### src/rtl/wt_pkg.sv
// Shared operand/product widths and op encodings for the wt_s multiplier and the wt_mac stage.
package wt_pkg;

   localparam int OPW   = 16;
   localparam int PRODW = 32;

   typedef enum logic [1:0] {
      OP_MUL = 2'b00,
      OP_MAC = 2'b01,
      OP_MSU = 2'b10,
      OP_CLR = 2'b11
   } op_e;

endpackage

### src/rtl/wt_s.sv
// Combinational 16x16 Wallace-tree multiplier; alufn=0 multiplies signed operands, alufn=1 unsigned.
module wt_s
   import wt_pkg::*;
(
   input  logic [OPW-1:0]   a,
   input  logic [OPW-1:0]   b,
   input  logic             alufn,
   output logic [PRODW-1:0] c
);

   localparam int NROW = OPW + 1;

   function automatic logic [PRODW-1:0] wallace_mul(
      input logic [OPW-1:0] x,
      input logic [OPW-1:0] y,
      input logic           uns
   );
      logic [PRODW-1:0] row [NROW];
      logic [PRODW-1:0] nxt [NROW];
      logic [PRODW-1:0] xe;
      int               n;
      int               m;

      xe = {{(PRODW-OPW){x[OPW-1] & ~uns}}, x};
      for (int i = 0; i < OPW; i++) begin
         if (y[i]) row[i] = xe << i;
         else      row[i] = '0;
      end
      // Signed multiplier MSB has negative weight: add ~(x<<15) + 1.
      if (!uns && y[OPW-1]) begin
         row[OPW-1] = ~(xe << (OPW-1));
         row[OPW]   = 32'd1;
      end else begin
         row[OPW]   = '0;
      end

      n = NROW;
      for (int lvl = 0; lvl < 6; lvl++) begin
         m = 0;
         for (int i = 0; i < NROW; i++) nxt[i] = '0;
         for (int g = 0; g < NROW / 3; g++) begin
            if (3 * g + 2 < n) begin
               nxt[m[4:0]]      = row[3*g] ^ row[3*g+1] ^ row[3*g+2];
               nxt[m[4:0] + 5'd1] = ((row[3*g] & row[3*g+1]) |
                                   (row[3*g] & row[3*g+2]) |
                                   (row[3*g+1] & row[3*g+2])) << 1;
               m = m + 2;
            end
         end
         for (int i = 0; i < NROW; i++) begin
            if (i >= (n / 3) * 3 && i < n) begin
               nxt[m[4:0]] = row[i];
               m = m + 1;
            end
         end
         for (int i = 0; i < NROW; i++) row[i] = nxt[i];
         n = m;
      end
      return row[0] + row[1];
   endfunction

   assign c = wallace_mul(a, b, alufn);

endmodule

### src/rtl/wt_mac.sv
// Three-stage signed multiply-accumulate around wt_s with valid/ready handshakes,
// a sticky overflow flag and optional saturation of the accumulator.
module wt_mac
   import wt_pkg::*;
#(
   parameter int ACC_W = 40,
   parameter bit SAT   = 1'b1
) (
   input  logic             clk,
   input  logic             rst,
   input  logic             in_valid,
   output logic             in_ready,
   input  logic [OPW-1:0]   a,
   input  logic [OPW-1:0]   b,
   input  logic [1:0]       op,
   output logic             out_valid,
   input  logic             out_ready,
   output logic [ACC_W-1:0] acc_out,
   output logic             ovf
);

   localparam logic [ACC_W-1:0] ACC_MAX = {1'b0, {(ACC_W-1){1'b1}}};
   localparam logic [ACC_W-1:0] ACC_MIN = {1'b1, {(ACC_W-1){1'b0}}};

   logic             v1_q, v1_d;
   logic [OPW-1:0]   a1_q, a1_d;
   logic [OPW-1:0]   b1_q, b1_d;
   op_e              op1_q, op1_d;
   logic             v2_q, v2_d;
   logic [PRODW-1:0] prod_q, prod_d;
   op_e              op2_q, op2_d;
   logic             out_valid_q, out_valid_d;
   logic [ACC_W-1:0] acc_q, acc_d;
   logic             ovf_q, ovf_d;

   logic             adv_s;
   logic [PRODW-1:0] prod_s;
   logic [ACC_W-1:0] prod_ext_s;
   logic [ACC_W:0]   sum_s;
   logic             sum_ovf_s;
   logic [ACC_W-1:0] sum_res_s;

   wt_s u_wt_s (
      .a     (a1_q),
      .b     (b1_q),
      .alufn (1'b0),
      .c     (prod_s)
   );

   // One guard bit above the accumulator exposes overflow as a sign mismatch.
   always_comb begin
      adv_s      = ~out_valid_q | out_ready;
      prod_ext_s = {ACC_W{prod_q[PRODW-1]}};
      prod_ext_s[PRODW-1:0] = prod_q;
      if (op2_q == OP_MSU) begin
         sum_s = {acc_q[ACC_W-1], acc_q} - {prod_ext_s[ACC_W-1], prod_ext_s};
      end else begin
         sum_s = {acc_q[ACC_W-1], acc_q} + {prod_ext_s[ACC_W-1], prod_ext_s};
      end
      sum_ovf_s = sum_s[ACC_W] ^ sum_s[ACC_W-1];
      if (!sum_ovf_s) begin
         sum_res_s = sum_s[ACC_W-1:0];
      end else if (SAT) begin
         sum_res_s = sum_s[ACC_W] ? ACC_MIN : ACC_MAX;
      end else begin
         sum_res_s = sum_s[ACC_W-1:0];
      end
   end

   always_comb begin
      v1_d        = v1_q;
      a1_d        = a1_q;
      b1_d        = b1_q;
      op1_d       = op1_q;
      v2_d        = v2_q;
      prod_d      = prod_q;
      op2_d       = op2_q;
      out_valid_d = out_valid_q;
      acc_d       = acc_q;
      ovf_d       = ovf_q;
      if (adv_s) begin
         v1_d        = in_valid;
         a1_d        = a;
         b1_d        = b;
         op1_d       = op_e'(op);
         v2_d        = v1_q;
         prod_d      = prod_s;
         op2_d       = op1_q;
         out_valid_d = v2_q;
         if (v2_q) begin
            case (op2_q)
               OP_MUL: acc_d = prod_ext_s;
               OP_MAC, OP_MSU: begin
                  acc_d = sum_res_s;
                  ovf_d = ovf_q | sum_ovf_s;
               end
               OP_CLR: begin
                  acc_d = '0;
                  ovf_d = 1'b0;
               end
               default: acc_d = acc_q;
            endcase
         end else begin
            acc_d = acc_q;
         end
      end else begin
         out_valid_d = out_valid_q;
      end
   end

   always_ff @(posedge clk or posedge rst) begin
      if (rst) begin
         v1_q        <= 1'b0;
         a1_q        <= '0;
         b1_q        <= '0;
         op1_q       <= OP_MUL;
         v2_q        <= 1'b0;
         prod_q      <= '0;
         op2_q       <= OP_MUL;
         out_valid_q <= 1'b0;
         acc_q       <= '0;
         ovf_q       <= 1'b0;
      end else begin
         v1_q        <= v1_d;
         a1_q        <= a1_d;
         b1_q        <= b1_d;
         op1_q       <= op1_d;
         v2_q        <= v2_d;
         prod_q      <= prod_d;
         op2_q       <= op2_d;
         out_valid_q <= out_valid_d;
         acc_q       <= acc_d;
         ovf_q       <= ovf_d;
      end
   end

   assign in_ready  = adv_s;
   assign out_valid = out_valid_q;
   assign acc_out   = acc_q;
   assign ovf       = ovf_q;

endmodule

### config.mk
export PLATFORM = sky130hd
export DESIGN_NAME = wt_mac
export DESIGN_NICKNAME = d
export VERILOG_FILES = /design/src/rtl/wt_pkg.sv /design/src/rtl/wt_s.sv /design/src/rtl/wt_mac.sv
export SDC_FILE = /design/constraint.sdc
export NUM_CORES = 1
export LEC_CHECK = 0
export BUFFER_PORTS_ARGS = -buffer_cell sky130_fd_sc_hd__buf_2
export CAP_MARGIN = 5
export CORE_MARGIN = 10
export CORE_UTILIZATION = 60
export CTS_CLUSTER_SIZE = 16
export DETAILED_ROUTE_END_ITERATION = 16
export PLACE_DENSITY = 0.78
export RECOVER_POWER = 50
export SKIP_CTS_REPAIR_TIMING = 1
export SYNTH_ARGS = -nofsm -noshare
export SYNTH_HDL_FRONTEND = slang
export SYNTH_SLANG_ARGS = --single-unit
### constraint.sdc
create_clock -name clk -period 8.4 [get_ports clk]
set_input_delay 1.26 -clock clk [delete_from_list [all_inputs] [get_ports clk]]
set_output_delay 1.26 -clock clk [all_outputs]
set_load 0.01 [all_outputs]
# After elaboration in Yosys (flattened, before gate mapping)
# Cells that the tools add are included.
# totals
output_inout_bits	43
wordCells	153
reg_bits	112
# classes
add_sub_neg	3
n_reduce_logical	5
n_eq_ne	3
muxes	22
n_bitwise	110
# op_table
cell	n
31-bit AND	43
31-bit OR	30
32-bit XOR	29
32-bit 2-to-1 mux	16
40-bit one-hot mux with 3 select lines	1
40-bit 2-to-1 mux	2
31-bit by 1-bit AND with 31-bit output	2
40-bit by 32-bit adder with 41-bit output	1
41-bit 2-to-1 mux	1
40-bit by 32-bit subtractor with 41-bit output	1
32-bit adder	1
32-bit NOT	1
32-bit by 1-bit XOR with 32-bit output	1
2-bit equality test, second input constant	2
3-bit AND reduction	1
2-bit by 1-bit equality test with 1-bit output, second input constant	1
2-bit logical NOT	1
1-bit OR	2
1-bit one-hot mux with 2 select lines	1
2-bit AND reduction	1
2-bit nonzero test	1
2-bit OR reduction	1
1-bit 2-to-1 mux	1
1-bit NOT	1
1-bit XOR	1

# Logic depth before layout (Yosys ltp)
# Gate-level depths: netlist of run 1.
# logic_depth
word_depth	20
mapped_depth	24
ltp_nobuf	22

# Hierarchy
# Synthesis of run 1 repeated with hierarchy kept, for this count alone.
# unflattened
cells_unflattened	1938
hier_area_um2	17920.9
# modules_own_cells
module	area_each_um2	cells_each	n_inst
wt_s	10188.5	1115	1
wt_mac	7732.4	823	1

# Worst setup path before layout of run 1
# OpenSTA, ideal clock, no wires.
# synth_path
path_kind	reg-to-reg
startpoint	register b1_q[0]
endpoint	register prod_q[31]
slack_ns	2.110
path_buffers	2
path_stages_with_launch	23
t_arrival_ns	6.209
path_cell_list	dfrtp_1 -> clkbuf_1 -> clkbuf_1 -> nand2_1 -> fa_1 -> fa_1 -> inv_1 -> fa_1 -> fa_1 -> inv_1 -> fa_1 -> inv_1 -> ha_1 -> ha_1 -> nand3_1 -> nor2_1 -> nor4_1 -> o31ai_1 -> a221o_1 -> a2111oi_0 -> nor3b_1 -> or3_1 -> a31oi_1
# synth_via
elab_chain_cells	20
# synth_lines
element	line_no	text
start: declaration	wt_mac.sv:27	logic [OPW-1:0] b1_q, b1_d;
start signal: assignment	wt_mac.sv:115	b1_q <= '0;
start signal: assignment	wt_mac.sv:126	b1_q <= b1_d;
32-bit 2-to-1 mux *	wt_s.sv:26	if (y[i]) row[i] = xe << i;
31-bit AND, on equally long branches	wt_s.sv:44, wt_s.sv:45	
31-bit OR	wt_s.sv:44	nxt[m[4:0] + 5'd1] = ((row[3*g] & row[3*g+1]) |
31-bit OR	wt_s.sv:45	(row[3*g] & row[3*g+2]) |
31-bit AND	wt_s.sv:44	
31-bit OR	wt_s.sv:44	
31-bit OR	wt_s.sv:45	
31-bit AND	wt_s.sv:44	
[4 not listed]	-	
31-bit OR	wt_s.sv:45	
31-bit AND	wt_s.sv:44	
31-bit OR	wt_s.sv:44	
31-bit OR	wt_s.sv:45	
31-bit AND	wt_s.sv:44	
31-bit OR	wt_s.sv:44	
31-bit OR	wt_s.sv:45	
32-bit adder *	wt_s.sv:59	return row[0] + row[1];
end signal: assignment	wt_mac.sv:129	prod_q <= prod_d;
end: declaration	wt_mac.sv:30	logic [PRODW-1:0] prod_q, prod_d;
# Every way passes the cells marked *; elsewhere a longest branch is shown, timed or not.
# A chain may end at the register's enable or synchronous reset.

# Worst setup path after layout of run 1
# layout_path
startpoint	register a1_q[1]
endpoint	register prod_q[31]
# layout_via
elab_chain_cells	20
# layout_lines
element	line_no	text
start: declaration	wt_mac.sv:26	logic [OPW-1:0] a1_q, a1_d;
start signal: assignment	wt_mac.sv:114	a1_q <= '0;
start signal: assignment	wt_mac.sv:125	a1_q <= a1_d;
32-bit 2-to-1 mux	wt_s.sv:26	
31-bit AND, on equally long branches	wt_s.sv:44, wt_s.sv:45	
31-bit OR	wt_s.sv:44	
31-bit OR	wt_s.sv:45	
31-bit AND	wt_s.sv:44	
31-bit OR	wt_s.sv:44	
31-bit OR	wt_s.sv:45	
31-bit AND	wt_s.sv:44	
[4 not listed]	-	
31-bit OR	wt_s.sv:45	
31-bit AND	wt_s.sv:44	
31-bit OR	wt_s.sv:44	
31-bit OR	wt_s.sv:45	
31-bit AND	wt_s.sv:44	
31-bit OR	wt_s.sv:44	
31-bit OR	wt_s.sv:45	
32-bit adder *	wt_s.sv:59	
# Marks and branches as above.

==> results of run 1 <==
-- flip-flops by register name (all words and copies together) (netlist names), 2 cells and up --
register and count:
b1_q 16, op1_q 2, acc_out 40, op2_q 2, a1_q 16, prod_q 32
-- layer usage --
| metal | vias up | global-route usage, % | wire [microns] |
|---|---|---|---|
| met4 | 0 | 4.95 | 526 |
| met1 | 6507 | 33.5 | 18800 |
| met3 | 40 | 3.97 | 3090 |
| met5 | - | 0 | 0 |
| met2 | 475 | 39.0 | 19200 |
| li1 | 6218 | - | - |
-- worst max path at each step --
stage | slack, ns | start | endpoint | cells after the start
2_1_floorplan | 2.11 | b1_q[0] | prod_q[31] | 22
3_3_place_gp | 1.74 | a1_q[2] | prod_q[31] | 18
3_5_place_dp | 1.53 | a1_q[2] | prod_q[31] | 18
4_1_cts | 1.52 | a1_q[2] | prod_q[31] | 18
5_1_grt | 0.95 | a1_q[5] | prod_q[31] | 20
6_report | 1.53 | a1_q[1] | prod_q[31] | 20
-- kinds of logic after synthesis --
group	count (synthesis)	synth area share [%]
adders and majority gates	381	39.5
buffers and inverters	389	8.77
DFF	112	16.5
xor gates and xnor gates	99	5.10
and+or+nand+nor	620	17.3
muxes	5	0.309
AOI/OAI and AO/OA	342	12.5
-- cell usage in the layout (no fill, tap or decap), types with 38 or more instances in the layout --
cell type / count
ha_1: 122
o21ai_0: 39
a21oi_1: 146
xnor2_1: 74
clkbuf_1: 43
nor2_1: 113
inv_1: 292
dfrtp_1: 112
fa_1: 259
nand2_1: 275
and2_1: 127
buf_2: 38
-- worst max-delay path: cells and delay by family, from the launching register on --
kind / cells / cell delay, ns
and+or+nand+nor: 4 / 1.12
adders and majority gates: 7 / 3.09
AOI/OAI and AO/OA: 5 / 1.76
buffers and inverters: 4 / 0.19
DFF: 1 / 0.62
-- synthesized netlist by cell type (3+ instances only) --
library cell and n:
xor2_1 25, and2_1 127, o221ai_1 3, a31oi_1 19, a21oi_1 146, o21ai_0 39
or3_1 8, dfrtp_1 112, and3_1 14, o22ai_1 29, clkbuf_1 82, nand2b_1 13
fa_1 259, o21ai_1 4, and4_1 3, ha_1 122, nor2_1 113, o31ai_1 8
o21a_1 6, nor2b_1 4, xnor2_1 74, nand3_1 14, o21bai_1 6, a211oi_1 9
nor3b_1 3, mux2i_1 3, a21o_1 35, nor4_1 7, nand2_1 275, inv_1 294
nor3_1 14, o211ai_1 6, buf_2 6, or4_1 4, nand4_1 9
-- through the flow --
step	setup slack (ns)	cell area [sq um]	hold WS, ns	std cells
after floorplan	2.11	17000	0.439	1948
after global placement	1.74	17500	0.453	2319
after detailed placement	1.53	17500	0.456	2319
after CTS	1.52	17800	0.475	2334
after global routing	0.951	17800	0.512	2334
final	1.53	17800	0.469	2334
-- final cells by class --
type,count,area share (%)
Multi-Input combinational cell,1447,71.4
Clock inverter,5,0.366
Sequential cell,112,15.8
Tap cell,378,2.66
Inverter,295,6.23
Clock buffer,10,1.34
Timing Repair Buffer,87,2.23
==> reports/metrics.yaml, run 1 <==
dr.pass1.iters: 5
start_kind: "flop"
setup_violations: 0
grt-ovfl-total: 0
clk_latency_ns: 0.38
grt_pass1_vias: 13700
grt_pass1_wl_mm: 70.1
period_needed_ns: 6.87
synthCells: 1948
ff2ff_path_depth: 20
timing.final.hold_violations: 0
synth-edff-count: 0
vias: 13200
numPortBuffers: 80
drv_slew: 115
hp-start: "op1_q[0]"
dieArea_sq_um: 35400
endpoint_kind: "flop"
rsz0062_at_grt: "no"
route.detailed.drc: 0
antennaDiodeCount: 0
crit_type: "reg -> reg"
avgSynthCellArea_sq_um: 8.72
grt_use_total_pct: 24.1
async_flop_share_pct: 100
grt_antenna_before_repair: 0
final_util_pct: 63.9
yosysWarnings: 0
grt_start_max_net_pins: 66
synth.area.top_cells: "fa_1, dfrtp_1, ha_1"
nFillCells: 2361
drtIter0Drc: 1128
violations: "capacitance limit, slew limit"
cts.sinks: 112
cp.arrival_ns: 7.17
h-tree-depth: 3
gp_congestion: 0.934
fin_skew_ns: 0.0134
layout.nets: 2371
cap_violations: 2
min_period_over_period_pct: 81.8
wl_per_cell_microns: 17.8
crit_path_top_delay_cell: "dfrtp_1"
die-height_microns: 188
cp_cell_sequence: "and2_1 > fa_1 > inv_1 > fa_1 > fa_1 > inv_1 > fa_1 > inv_1 > fa_1 > inv_1 > ha_1 > ha_1 > a211o_1 > nor4_1 > o31ai_1 > a221o_1 > a2111oi_0 > nor3b_1 > or3_1 > a31oi_1"
cts_tree: "built"
regToRegSetupSlack_ns: 1.53
synth_top_cell_by_area: "fa_1"
synthesis.nets: 2367
max_stage_delay_ns: 0.62
coreArea_sq_um: 27900
clockBufferDepth: 2
crit_required_ns: 8.70
cpMostUsedCell: "fa_1"
syn_to_final_growth_pct: 4.71
relSlewSlack_pct: -114
netlist.area_leader.share_pct: 30.5
via_per_inst: 5.67
multi_input_area_sq_um: 12700
yosysSeqAreaShare_pct: 16.5
synth.distinct_cells: 71
dpl.hpwl_mm: 32.1
hp-class: "reg -> reg"
synth-main-ff-cell: "dfrtp_1"
reg2reg_to: "prod_q[31]"
cts-root-buf: "clkbuf_16"
synth_area_sq_um: 17000
cts_buffers: 9
totalWireLength_mm: 41.6
worst_pin_slew_ns: 3.20
start_util_pct: 61.0
drtAntennaViolNets: 0
io_pins: 81
tns_ns: 0
clk_pin_slew_ns: 0.08
worst-path-max-fanout: 17
clock.fmax_ghz: 0.146
r2r-start: "a1_q[1]"
status: "complete, but fails checks"
worst_hold_path.num_cells: 2
holdPathEnd: "op1_q[0]"
drive_gt1_share_pct: 4.29
die-width_microns: 188
ys_ff_latch: 112
row_count: 61
seqCellArea_sq_um: 2800
Power of run 1 is not shown: default switching activity piles up to over one toggle a cycle in this logic, so the estimate is an artifact.
==> inputs of run 2 (changes only) <==
CORE_UTILIZATION = 58   (was 60)
PLACE_DENSITY = 0.79   (was 0.78)
clock period = 5.5 ns   (was 8.4 ns; I/O delays follow)
==> run 2 against run 1 <==
Net effect: the run ends with capacitance limit, slew limit, setup timing left; critical endpoint unchanged; sequential cell count is the same; core utilization increased by 4.7 points; fmax is 13% higher; global-route usage up 0.33 points; register-to-register slack lost 2.1 ns; clock-buffer cell count fell by 1.
==> reports/metrics.yaml, run 2 (synthesis results as in run 1) <==
status: "complete, but fails checks"
violations: "capacitance limit, slew limit, setup timing"
hp-class: "reg -> reg"
io_pins: 81  # unchanged
cp.depth: 20  # unchanged
cts.sinks: 112  # unchanged
numPortBuffers: 80  # unchanged
reg2reg_to: "prod_q[31]"
grt-ovfl-total: 0  # unchanged
dpl.hpwl_mm: 35.0  # +8.8%
grt_pass1_vias: 14700  # +7.2%
cap_violations: 1  # -1
grt_start_max_net_pins: 77  # +17%
start_util_pct: 59.0  # -2.0 points
crit_required_ns: 5.82  # -2.88 ns
crit_type: "reg -> reg"
cts-root-buf: "clkbuf_16"
dr.pass1.iters: 5  # unchanged
min_period_over_period_pct: 111  # +29 points
drtAntennaViolNets: 0  # unchanged
max_stage_delay_ns: 0.63  # about the same
totalWireLength_mm: 43.9  # +5.7%
cp-endpoint: "prod_q[31]"
route.detailed.drc: 0  # unchanged
timing.final.ws_setup_ns: -0.581  # -2.11 ns
cts_tree: "built"
fin_skew_ns: 0.0146  # +0.00124 ns
final_cell_mix: "inv_1, nand2_1, fa_1"
worst-path-max-fanout: 7  # -10
nFillCells: 2203  # -6.7%
largest_reg_flops: 40  # unchanged
clk_pin_slew_ns: 0.08  # about the same
regToRegSetupSlack_ns: -0.58  # -2.11 ns
drv_slew: 77  # -33%
wl_per_cell_microns: 17.5  # -1.9%
coreArea_sq_um: 28800  # +3.3%
crit_path_top_delay_cell: "fa_2"
die-width_microns: 191  # +1.5%
crit_family: "adder cells"
grt_use_total_pct: 24.4  # +0.33 points
clock.fmax_ghz: 0.164  # +13%
preCtsSetupSlack_ns: -0.716  # -2.24 ns
worst_pin_slew_ns: 3.60  # +0.403 ns
row_count: 62  # +1.6%
r2r-start: "b1_q[5]"
period_needed_ns: 6.08  # -0.787 ns
antennaDiodeCount: 0  # unchanged
cpMostUsedCell: "fa_1"
cp.arrival_ns: 6.40  # -0.77 ns
start_kind: "flop"
relSlewSlack_pct: -141  # -27 points
grt_pass1_wl_mm: 72.5  # +3.4%
endpoint_kind: "flop"
final_common_cell: "inv_1"
vias: 14000  # +5.4%
setup_violations: 16  # +16
gp_congestion: 0.948  # +1.5%
die-height_microns: 191  # +1.5%
cts_buffers: 9  # unchanged
syn_to_final_growth_pct: 16.2
ff2ff_path_depth: 20  # unchanged
clockBufferDepth: 2  # unchanged
dieArea_sq_um: 36500  # +3.1%
critPathLaunch: "b1_q[5]"
layout.nets: 2545  # +7.3%
clk_latency_ns: 0.40  # +0.02 ns
critPathBufInv: 3  # -1
rsz0062_at_grt: "yes"
timing.final.hold_violations: 0  # unchanged
drive_gt1_share_pct: 17.9  # +14 points
cp_cell_sequence: "buf_4 > buf_4 > nand2_1 > fa_1 > fa_2 > fa_1 > fa_1 > fa_1 > inv_1 > fa_1 > ha_4 > a21o_1 > a21o_1 > a21o_1 > a31oi_4 > o21ai_2 > a2111oi_4 > nor3b_2 > or3_1 > a31oi_1"
via_per_inst: 5.55  # -2.2%
grt_antenna_before_repair: 1  # +1
drtIter0Drc: 835  # -26%
h-tree-depth: 3  # unchanged
## run 2: cell count changes in the layout (fill, tap and decap cells not counted), moves of 9 or more
cell	delta
dfrtp_1	-20
and2_4	+15
ha_4	+13
inv_1	-9
dfrtp_2	+20
inv_2	+9
buf_12	+10
and2_1	-15
clkbuf_1	-23
a21oi_1	-9
ha_1	-14
buf_2	+22
buf_4	+156
## run 2: routing by layer
layer,global-route usage [%],wire length [microns],vias to the layer above
met2,40.4,21000,428
met1,32.1,19200,6896
met5,0,0,-
met4,6.13,754,0
li1,-,-,6576
met3,5.01,2970,58
## run 2: worst min path at each step
stage,start,cells past startpoint,to,slack [ns]
final,v1_q,2,v1_q,0.48
after global routing,v1_q,2,v1_q,0.51
after CTS,v1_q,2,v1_q,0.48
after detailed placement,v1_q,2,v1_q,0.46
after global placement,op1_q[0],2,op1_q[0],0.45
after floorplan,op1_q[0],2,op1_q[0],0.44
## run 2: stage by stage
stage	cell area [sq um]	hold WS (ns)	util (%)	TNS, ns	std cells
after global placement	19100	0.454	66.3	-4.25	2482
after detailed placement	19100	0.457	66.3	-6.53	2482
after floorplan	17400	0.439	-	-0.510	1948
after global routing	19700	0.515	68.6	-8.64	2515
after CTS	19400	0.478	67.4	-6.19	2498
final	19700	0.478	68.6	-4.85	2515
## run 2: worst register-to-register path, cell delays in order (launching register included)
cell and delay, ns:
dfrtp_2 0.44, buf_4 0.18, buf_4 0.12, nand2_1 0.07, fa_1 0.52, fa_2 0.63
fa_1 0.45, fa_1 0.51, fa_1 0.51, inv_1 0.05, fa_1 0.53, ha_4 0.22
a21o_1 0.18, a21o_1 0.17, a21o_1 0.22, a31oi_4 0.15, o21ai_2 0.09, a2111oi_4 0.37
nor3b_2 0.10, or3_1 0.35, a31oi_1 0.16
## run 2: final cells by class
type | count | area (sq um) | area share (%)
Clock buffer | 9 | 225 | 1.14
Clock inverter | 7 | 71.3 | 0.361
Inverter | 295 | 1110 | 5.62
Multi-Input combinational cell | 1447 | 13100 | 66.5
Sequential cell | 112 | 2830 | 14.3
Tap cell | 384 | 480 | 2.43
Timing Repair Buffer | 261 | 1890 | 9.60
Power of run 2 is left out for the same reason.
